**config.mk**
```make
export PLATFORM = sky130hd
export DESIGN_NAME = shift_register_universal
export DESIGN_NICKNAME = d
export VERILOG_FILES = /design/src/rtl/shift_register_universal.sv
export SDC_FILE = /design/constraint.sdc
export NUM_CORES = 1
export LEC_CHECK = 0
export CORE_AREA = 2 2 56 48
export DETAILED_ROUTE_END_ITERATION = 8
export DIE_AREA = 0 0 58 50
export GPL_TIMING_DRIVEN = 0
export PLACE_DENSITY = 0.66
export SYNTH_ARGS = -nofsm -noshare
export SYNTH_HDL_FRONTEND = slang
export SYNTH_SLANG_ARGS = --single-unit
```
**constraint.sdc**
```tcl
create_clock -name clock -period 2 [get_ports clock]
set_input_delay 0.3 -clock clock [delete_from_list [all_inputs] [get_ports clock]]
set_output_delay 0.3 -clock clock [all_outputs]
set_load 0.01 [all_outputs]
```
**src/rtl/shift_register_universal.sv**
```systemverilog
// Universal shift register: hold, logical/arithmetic shifts, rotates, parallel load and clear,
// with a saturating shift counter and a registered serial output.
module shift_register_universal #(
   parameter int unsigned             WIDTH       = 8,
   parameter logic [WIDTH-1:0]        RESET_VALUE = '0,
   parameter int unsigned             COUNT_WIDTH = 4
) (
   input  logic                   clock,
   input  logic                   reset,
   input  logic                   enable,
   input  logic [2:0]             mode,
   input  logic                   serial_left_in,
   input  logic                   serial_right_in,
   input  logic [WIDTH-1:0]       data,
   output logic [WIDTH-1:0]       q,
   output logic                   serial_out,
   output logic [COUNT_WIDTH-1:0] shift_count,
   output logic                   zero
);

   typedef enum logic [2:0] {
      MODE_HOLD  = 3'b000,
      MODE_SHL   = 3'b001,
      MODE_SHR   = 3'b010,
      MODE_ROL   = 3'b011,
      MODE_ROR   = 3'b100,
      MODE_LOAD  = 3'b101,
      MODE_ASR   = 3'b110,
      MODE_CLEAR = 3'b111
   } mode_e;

   localparam logic [COUNT_WIDTH-1:0] COUNT_MAX = {COUNT_WIDTH{1'b1}};

   logic [WIDTH-1:0]       q_next;
   logic                   serial_out_next;
   logic [COUNT_WIDTH-1:0] shift_count_next;
   logic                   shifting;

   // Next-state selection; disabled cycles fall through to hold.
   always_comb begin
      q_next           = q;
      serial_out_next  = serial_out;
      shift_count_next = shift_count;
      shifting         = 1'b0;
      if (enable) begin
         case (mode_e'(mode))
            MODE_SHL: begin
               q_next          = {q[WIDTH-2:0], serial_left_in};
               serial_out_next = q[WIDTH-1];
               shifting        = 1'b1;
            end
            MODE_SHR: begin
               q_next          = {serial_right_in, q[WIDTH-1:1]};
               serial_out_next = q[0];
               shifting        = 1'b1;
            end
            MODE_ROL: begin
               q_next          = {q[WIDTH-2:0], q[WIDTH-1]};
               serial_out_next = q[WIDTH-1];
               shifting        = 1'b1;
            end
            MODE_ROR: begin
               q_next          = {q[0], q[WIDTH-1:1]};
               serial_out_next = q[0];
               shifting        = 1'b1;
            end
            MODE_ASR: begin
               q_next          = {q[WIDTH-1], q[WIDTH-1:1]};
               serial_out_next = q[0];
               shifting        = 1'b1;
            end
            MODE_LOAD: begin
               q_next           = data;
               shift_count_next = '0;
            end
            MODE_CLEAR: begin
               q_next           = '0;
               shift_count_next = '0;
            end
            default: ;
         endcase
      end
      // Counter saturates instead of wrapping.
      if (shifting && (shift_count != COUNT_MAX)) begin
         shift_count_next = shift_count + COUNT_WIDTH'(1);
      end
   end

   always_ff @(posedge clock) begin
      if (reset) begin
         q           <= RESET_VALUE;
         serial_out  <= 1'b0;
         shift_count <= '0;
      end else begin
         q           <= q_next;
         serial_out  <= serial_out_next;
         shift_count <= shift_count_next;
      end
   end

   assign zero = (q == '0);

endmodule

```
==> results of run 1 <==
[path summary, 6_finish.rpt]
| kind | startpoint | end | slack (ns) | depth (start not counted) |
|---|---|---|---|---|
| setup / recovery | q[4]$_SDFFE_PP0P_ | zero | 0.15 | 3 |
| hold / removal | mode[1] | q[0]$_SDFFE_PP0P_ | 0.41 | 4 |
| setup reg to reg | shift_count[0]$_SDFFE_PP0P_ | shift_count[1]$_SDFFE_PP0P_ | 0.79 | 5 |
| hold reg to reg | q[7]$_SDFFE_PP0P_ | q[7]$_SDFFE_PP0P_ | 0.52 | 2 |
[cell type report]
class / instances / area, µm²
multi-input combinational: 73 / 543
clock buffer: 4 / 26.3
sequential: 13 / 262
fill: 233 / 1080
tap: 27 / 33.8
buffer: 10 / 86.3
timing repair buffer: 28 / 279
inverter: 2 / 7.51
[registers in the layout, summed over array words and instances, names as in the netlist]
register and count:
q 8, shift_count 4, serial_out 1
[logic make-up after synthesis]
kind of cell,count (synthesis)
compound gates,38
fa+ha+maj,2
buf+inv,12
flops,13
mux,3
simple gates,30
[critical path, stage by stage (launching register included)]
cell           delay, ns
dfxtp_1             0.36
or4_1               0.52
nor2_1              0.12
dlygate4sd2_1       0.27
[what timing repair did]
item                                   CTS  global route
setup endpoints to repair                1             1
pin swaps                                0             0
endpoints found under the hold margin    0             0
gates resized for setup                  2             4
[power breakdown]
group	internal, µW	switching [µW]	total [µW]
clock	77.5	102	180
sequential	274	18.4	292
combinational	112	84.6	196
[synth_stat cells, types with 2 or more instances]
| cell type | instances | area share [%] |
|---|---|---|
| a211oi_1 | 6 | 5.1 |
| a21oi_1 | 5 | 2.8 |
| a22oi_1 | 8 | 6.7 |
| a2bb2oi_1 | 6 | 5.9 |
| and3_1 | 2 | 1.4 |
| and3b_1 | 3 | 2.9 |
| buf_6 | 6 | 7.6 |
| clkbuf_1 | 2 | 0.84 |
| dfxtp_1 | 13 | 29 |
| ha_1 | 2 | 2.8 |
| inv_1 | 2 | 0.84 |
| mux2i_1 | 2 | 2.2 |
| nand2_1 | 2 | 0.84 |
| nand3_1 | 3 | 1.7 |
| nand4_1 | 2 | 1.4 |
| nor2_1 | 9 | 3.8 |
| nor2b_1 | 2 | 1.4 |
| o21ai_0 | 2 | 1.1 |
| or4_1 | 2 | 1.7 |
[through the flow]
step	TNS, ns	instances	setup WS [ns]	instance area [µm²]	utilization, %
2_1_floorplan	0	98	0.481	891	-
3_3_place_gp	-0.343	153	-0.239	1200	51.9
3_5_place_dp	-0.603	153	-0.278	1200	51.9
4_1_cts	0	157	0.0249	1230	53.0
5_1_grt	0	157	0.0177	1240	53.3
6_report	0	157	0.150	1240	53.3
[per-layer routing]
metal	vias to the layer above	part of all wire (%)	GRT usage, %
li1	447	-	-
met1	426	47	24.8
met2	27	47	30.9
met3	2	5.7	6.56
met4	0	0.62	5.04
met5	-	0	0
==> flow_metrics.tcl, run 1 <==
set metrics [dict create \
    status "completed" \
    grt_max_degree 11 \
    drt_first_pass_iters 4 \
    synth_mux_area_share_pct 3.51 \
    relSlewSlack_pct 63.1 \
    postRouteWirelength_mm 2.44 \
    dieWidth_um 58 \
    async_flop_share_pct 0 \
    via_per_inst 5.75 \
    layout-drive-gt1-share_pct 14.6 \
    coreArea_um2 2320 \
    final_common_cell "clkdlybuf4s50_1" \
    root_buffer "clkbuf_4" \
    syn-num-nets 116 \
    worstSetupEndpointType "output port" \
    drt_iter0_drc 15 \
    hp-class "in -> reg" \
    cts_tree "done" \
    synth-compound-area-share_pct 35.0 \
    grt_pass1_vias 898 \
    clock_latency_ns 0.29 \
    p_leak_uw 0.000471 \
    grt_pass1_wl_mm 4.27 \
    power_uw 668 \
    post_cts_buffers 0 \
    port_buffers 28 \
    period_needed_ns 1.85 \
    setup_violations 0 \
    syn_inst 98 \
    htree_num_levels 1 \
    finalHoldViolCount 0 \
    cts.sinks 13 \
    slew_violations 0 \
    synth_area_um2 891 \
    cts_buffers 3 \
    ys_seq_area_share_pct 29.2 \
    skew_ns 0.00598 \
    drc 0 \
    yosys.area_share.xor_xnor_pct 0 \
    nNetsFinal 149 \
    maxCapViolCount 0 \
    worst_slew_pin_slew_ns 0.553 \
    gr-total-overflow 0 \
    ir_drop_v 0.000383 \
    start_kind "register" \
    yosysWarnings 0 \
    final_cell_mix "27 x clkdlybuf4s50_1, 12 x dfxtp_1, 9 x nor2_1, 8 x a22oi_1" \
    dpl.hpwl_mm 1.73 \
    rows 16 \
    detail-route-antenna-nets 0 \
    arrival_ns 1.55 \
    holdWs_ns 0.413 \
    synth_cell_type_count 38 \
    cp_max_fo 5 \
    yosys.area_share.adder_pct 2.81 \
    gp_congestion 0.729 \
    path_class "reg -> out" \
    initial_core_util_pct 38.4 \
    ys_ff_latch 13 \
    fmax_ghz 0.541 \
    die_h_um 50 \
    postCtsHoldBufs 0 \
    synth.avg_cell_area_um2 9.09 \
    clockBufferDepth 2 \
    synth_top_family_by_area "compound AO/OA/AOI/OAI gates" \
    ios 30 \
    powerDensity_nw_per_um2 540 \
    vias 902 \
    grt_use_total_pct 19.4 \
    rsz0062_at_grt "no" \
    synth-edff-count 0 \
    antenna_found_initial 0 \
    die-area_um2 2900 \
    fin_crit_sh_pct 92.5 \
    diodes 0 \
    worstPathRequired_ns 1.70 \
    synth_simple_gate_area_share_pct 19.1 \
    syn_to_final_growth_pct 38.9 \
    path_clk_slew_ns 0.10 \
    wl_per_cell_um 15.5 \
    ys.flop_type "dfxtp_1" \
]
No activity file was read; power rests on OpenSTA's default activity.
==> run 2: changes to the inputs <==
- CTS_CLUSTER_SIZE: unset -> 28
- MAX_ROUTING_LAYER: unset -> met4
==> run 2 against run 1 <==
Against the previous run:
- clock power hardly changed
- sequential cell count stayed put
- cell count stayed put
- die area stayed put
- cell area stayed put
- sequential share of layout area stayed put
- highest routed layer unchanged
==> flow_metrics.tcl, run 2 (synthesized netlist as in run 1, its figures left out) <==
set metrics [dict create \
    status "completed" \
    grt_pass1_vias 898 \
    setup_violations 0 \
    htree_num_levels 1 \
    drt_iter0_drc 23 \
    cts.sinks 13 \
    worstPathRequired_ns 1.70 \
    cp_max_fo 5 \
    postCtsHoldBufs 0 \
    root_buffer "clkbuf_4" \
    dpl.hpwl_mm 1.73 \
    cts_tree "done" \
    nNetsFinal 149 \
    wl_per_cell_um 15.6 \
    dieWidth_um 58 \
    worstSetupEndpointType "output port" \
    rsz0062_at_grt "no" \
    arrival_ns 1.56 \
    path_clk_slew_ns 0.10 \
    syn_to_final_growth_pct 38.9 \
    place_ws_ns -0.278 \
    vias 904 \
    initial_core_util_pct 38.4 \
    regMostFlops "q" \
    post_cts_buffers 0 \
    relSlewSlack_pct 63.1 \
    antenna_found_initial 0 \
    final_common_cell "clkdlybuf4s50_1" \
    detail-route-antenna-nets 0 \
    drc 0 \
    postRouteWirelength_mm 2.45 \
    path_class "reg -> out" \
    gp_congestion 0.738 \
    fin_crit_sh_pct 93.1 \
    grt_max_degree 11 \
    skew_ns 0.00795 \
    fin_ws_ns 0.138 \
    largest_reg_flops 8 \
    port_buffers 28 \
    die-area_um2 2900 \
    ios 30 \
    grt_pass1_wl_mm 4.27 \
    hp-class "in -> reg" \
    slew_violations 0 \
    start_kind "register" \
    maxCapViolCount 0 \
    coreArea_um2 2320 \
    largestRegisters "q (8), shift_count (4), serial_out (1)" \
    clock_latency_ns 0.29 \
    rows 16 \
    die_h_um 50 \
    p_leak_uw 0.000471 \
    final_cell_mix "27 x clkdlybuf4s50_1, 12 x dfxtp_1, 9 x nor2_1, 8 x a22oi_1" \
    cts_buffers 3 \
    clockBufferDepth 2 \
    dp_cells 153 \
    fmax_ghz 0.537 \
    layout-drive-gt1-share_pct 14.6 \
    grt_use_total_pct 19.8 \
    final_cells 157 \
    via_per_inst 5.76 \
    drt_first_pass_iters 4 \
    period_needed_ns 1.86 \
    gr-total-overflow 0 \
    ir_drop_v 0.000392 \
    worst_slew_pin_slew_ns 0.553 \
    diodes 0 \
    setup_tns_ns 0 \
    fin_util_pct 53.3 \
    powerDensity_nw_per_um2 543 \
    power_uw 672 \
    finalHoldViolCount 0 \
]
run 2: cell counts in the layout (fill, tap and decap cells not counted):
Identical to the previous run, type by type.
run 2: path summary, 6_finish.rpt:
| kind | from | end | slack, ns | cells after the start |
|---|---|---|---|---|
| setup / recovery | q[4]$_SDFFE_PP0P_ | zero | 0.14 | 3 |
| hold / removal | mode[1] | q[0]$_SDFFE_PP0P_ | 0.41 | 4 |
| setup reg to reg | shift_count[0]$_SDFFE_PP0P_ | shift_count[1]$_SDFFE_PP0P_ | 0.79 | 5 |
| hold reg to reg | q[7]$_SDFFE_PP0P_ | q[7]$_SDFFE_PP0P_ | 0.52 | 2 |
run 2: per-stage QoR:
stage	area [µm²]	hold WS, ns
3_5_place_dp	1200	0.551
4_1_cts	1230	0.397
5_1_grt	1240	0.443
3_3_place_gp	1200	0.540
2_1_floorplan	891	0.368
6_report	1240	0.410
run 2: final cells by class:
cell class	count	area (µm²)
Clock buffer	4	26.3
Fill cell	233	1080
Sequential cell	13	262
Tap cell	27	33.8
Buffer	10	86.3
Inverter	2	7.51
Timing Repair Buffer	28	279
Multi-Input combinational cell	73	543
run 2: worst max-delay path: stages (launching register included):
cell and delay [ns]:
dfxtp_1 0.36, or4_1 0.52, nor2_1 0.13, dlygate4sd2_1 0.27
run 2: power by group:
group	leakage [µW]	total (µW)	internal [µW]	switching [µW]
clock	0.0000150	183	77.5	105
sequential	0.000107	292	274	18.5
combinational	0.000349	197	112	85.1
run 2: timing repair:
item / in CTS / in global routing
gates cloned: 0 / 0
endpoints found under the setup margin: 1 / 1
resized for setup: 2 / 4
run 2: layer usage:
metal / track usage, % / part of all wire, % / vias to the layer above
met5: - / 0 / -
li1: - / - / 446
met4: 5.04 / 0.61 / 0
met3: 6.04 / 5.0 / 2
met1: 25.0 / 48 / 429
met2: 30.9 / 47 / 27
==> run 3: changes to the inputs <==
- CORE_AREA: 2 2 56 48 -> 2 2 54 46
- DIE_AREA: 0 0 58 50 -> 0 0 56 48
- MAX_ROUTING_LAYER: met4 -> unset
- PLACE_DENSITY: 0.66 -> 0.74
==> run 3 against run 2 <==
Against the previous run:
- combinational power hardly changed
- largest cell class unchanged
- cell area is 0.61% lower
- first-iteration DRC count is 26% higher
- sequential power hardly changed
- critical path type is now in -> reg
- wire length is 6.1% lower
- critical path depth is 6 higher
- via count is 0.33% lower
- clock power is 7% lower
==> flow_metrics.tcl, run 3 (synthesized netlist as in run 1, its figures left out) <==
set metrics [dict create \
    status "completed" \
    min_from "mode[1]" \
    start_kind "primary input" \
    cts_resized 2 \
    postRouteWirelength_mm 2.30 \
    post_cts_buffers 0 \
    diodes 0 \
    setup_violations 0 \
    antenna_found_initial 0 \
    slew_violations 0 \
    relSlewSlack_pct 64.7 \
    dpl.hpwl_mm 1.66 \
    cp_max_fo 10 \
    drt_first_pass_iters 5 \
    r2r_start "shift_count[0]$_SDFFE_PP0P_" \
    maxCapViolCount 0 \
    fin_crit_sh_pct 95.1 \
    regMostFlops "q" \
    period_needed_ns 1.90 \
    place_area_um2 1200 \
    syn_to_final_growth_pct 38.1 \
    cts_tree "done" \
    clock_latency_ns 0.28 \
    final_cell_mix "27 x clkdlybuf4s50_1, 12 x dfxtp_1, 9 x nor2_1, 8 x a22oi_1" \
    die_h_um 48 \
    finalHoldViolCount 0 \
    worstSetupEndpointType "register" \
    hp-class "in -> reg" \
    ios 30 \
    detail-route-antenna-nets 0 \
    grt_max_degree 11 \
    rsz0062_at_grt "no" \
    grt_pass1_vias 793 \
    worstPathRequired_ns 2.21 \
    ir_drop_v 0.000428 \
    largestRegisters "q (8), shift_count (4), serial_out (1)" \
    wl_per_cell_um 14.8 \
    layout-drive-gt1-share_pct 13.8 \
    coreArea_um2 2100 \
    fin_util_pct 58.5 \
    r2r_end "shift_count[1]$_SDFFE_PP0P_" \
    gp_congestion 0.790 \
    cts_buffers 3 \
    gr-total-overflow 0 \
    vias 901 \
    arrival_ns 2.11 \
    holdPathStages 4 \
    via_per_inst 5.81 \
    path_class "in -> reg" \
    postCtsHoldBufs 0 \
    finalInstanceArea_um2 1230 \
    worst_slew_pin_slew_ns 0.530 \
    nNetsFinal 149 \
    dieWidth_um 56 \
    port_buffers 28 \
    die-area_um2 2690 \
    final_common_cell "clkdlybuf4s50_1" \
    clockBufferDepth 2 \
    grt_use_total_pct 17.9 \
    holdPathEnd "q[0]$_SDFFE_PP0P_" \
    cts.sinks 13 \
    drc 0 \
    path_clk_slew_ns 0.09 \
    powerDensity_nw_per_um2 535 \
    initial_core_util_pct 42.4 \
    skew_ns 0.00551 \
    p_leak_uw 0.000468 \
    grt_pass1_wl_mm 3.64 \
    fmax_ghz 0.525 \
    drt_iter0_drc 29 \
    reg2reg_depth 5 \
    rows 15 \
    root_buffer "clkbuf_4" \
    htree_num_levels 1 \
    reg2reg_slack_ns 0.78 \
    largest_reg_flops 8 \
]
[run 3: cell counts in the layout (fill, tap and decap cells not counted)]
Identical to the previous run, type by type.
[run 3: stage by stage]
stage	total power (µW)	hold slack (ns)	setup WS (ns)	instances	setup TNS, ns
finish	658	0.421	0.0970	155	0
global route	695	0.455	0.0103	155	0
floorplan	406	0.368	0.481	98	0
CTS	662	0.424	0.0333	155	0
detailed placement	494	0.541	-0.264	151	-0.418
global placement	491	0.528	-0.243	151	-0.325
[run 3: metal layers]
metal / vias to the layer above / share of wire [%] / global-route usage (%)
met5: - / 0 / 0
met4: 0 / 0.83 / 4.29
met3: 4 / 5.6 / 6.49
met2: 30 / 45 / 30.4
met1: 417 / 48 / 22.3
li1: 450 / - / -
[run 3: final cells by class]
class                           instances  area, µm²
Tap cell                               25       31.3
Clock buffer                            4       26.3
Sequential cell                        13        262
Multi-Input combinational cell         73        538
Fill cell                             195        872
Buffer                                 10       86.3
Timing Repair Buffer                   28        279
Inverter                                2       7.51
[run 3: where the power goes]
part	internal (µW)	total [µW]	switching, µW
logic	112	196	84.0
registers	274	292	18.0
clock network	77.5	171	93.7
total	463	658	196
[run 3: worst max-delay path by stage]
stage / from / to / slack (ns) / cells past startpoint
after detailed placement: mode[2] / q[7]$_SDFFE_PP0P_ / -0.26 / 9
after CTS: mode[2] / q[7]$_SDFFE_PP0P_ / 0.03 / 9
after global routing: mode[2] / q[7]$_SDFFE_PP0P_ / 0.01 / 9
after global placement: mode[2] / q[7]$_SDFFE_PP0P_ / -0.24 / 9
final: mode[2] / q[7]$_SDFFE_PP0P_ / 0.1 / 9
after floorplan: mode[1] / q[7]$_SDFFE_PP0P_ / 0.48 / 8
[run 3: critical path, cell delays in order]
cell	delay, ns
clkdlybuf4s50_1	0.55
buf_6	0.16
inv_1	0.06
ha_1	0.20
buf_2	0.18
nor3b_1	0.19
a22oi_1	0.11
a32o_1	0.22
a21oi_1	0.14
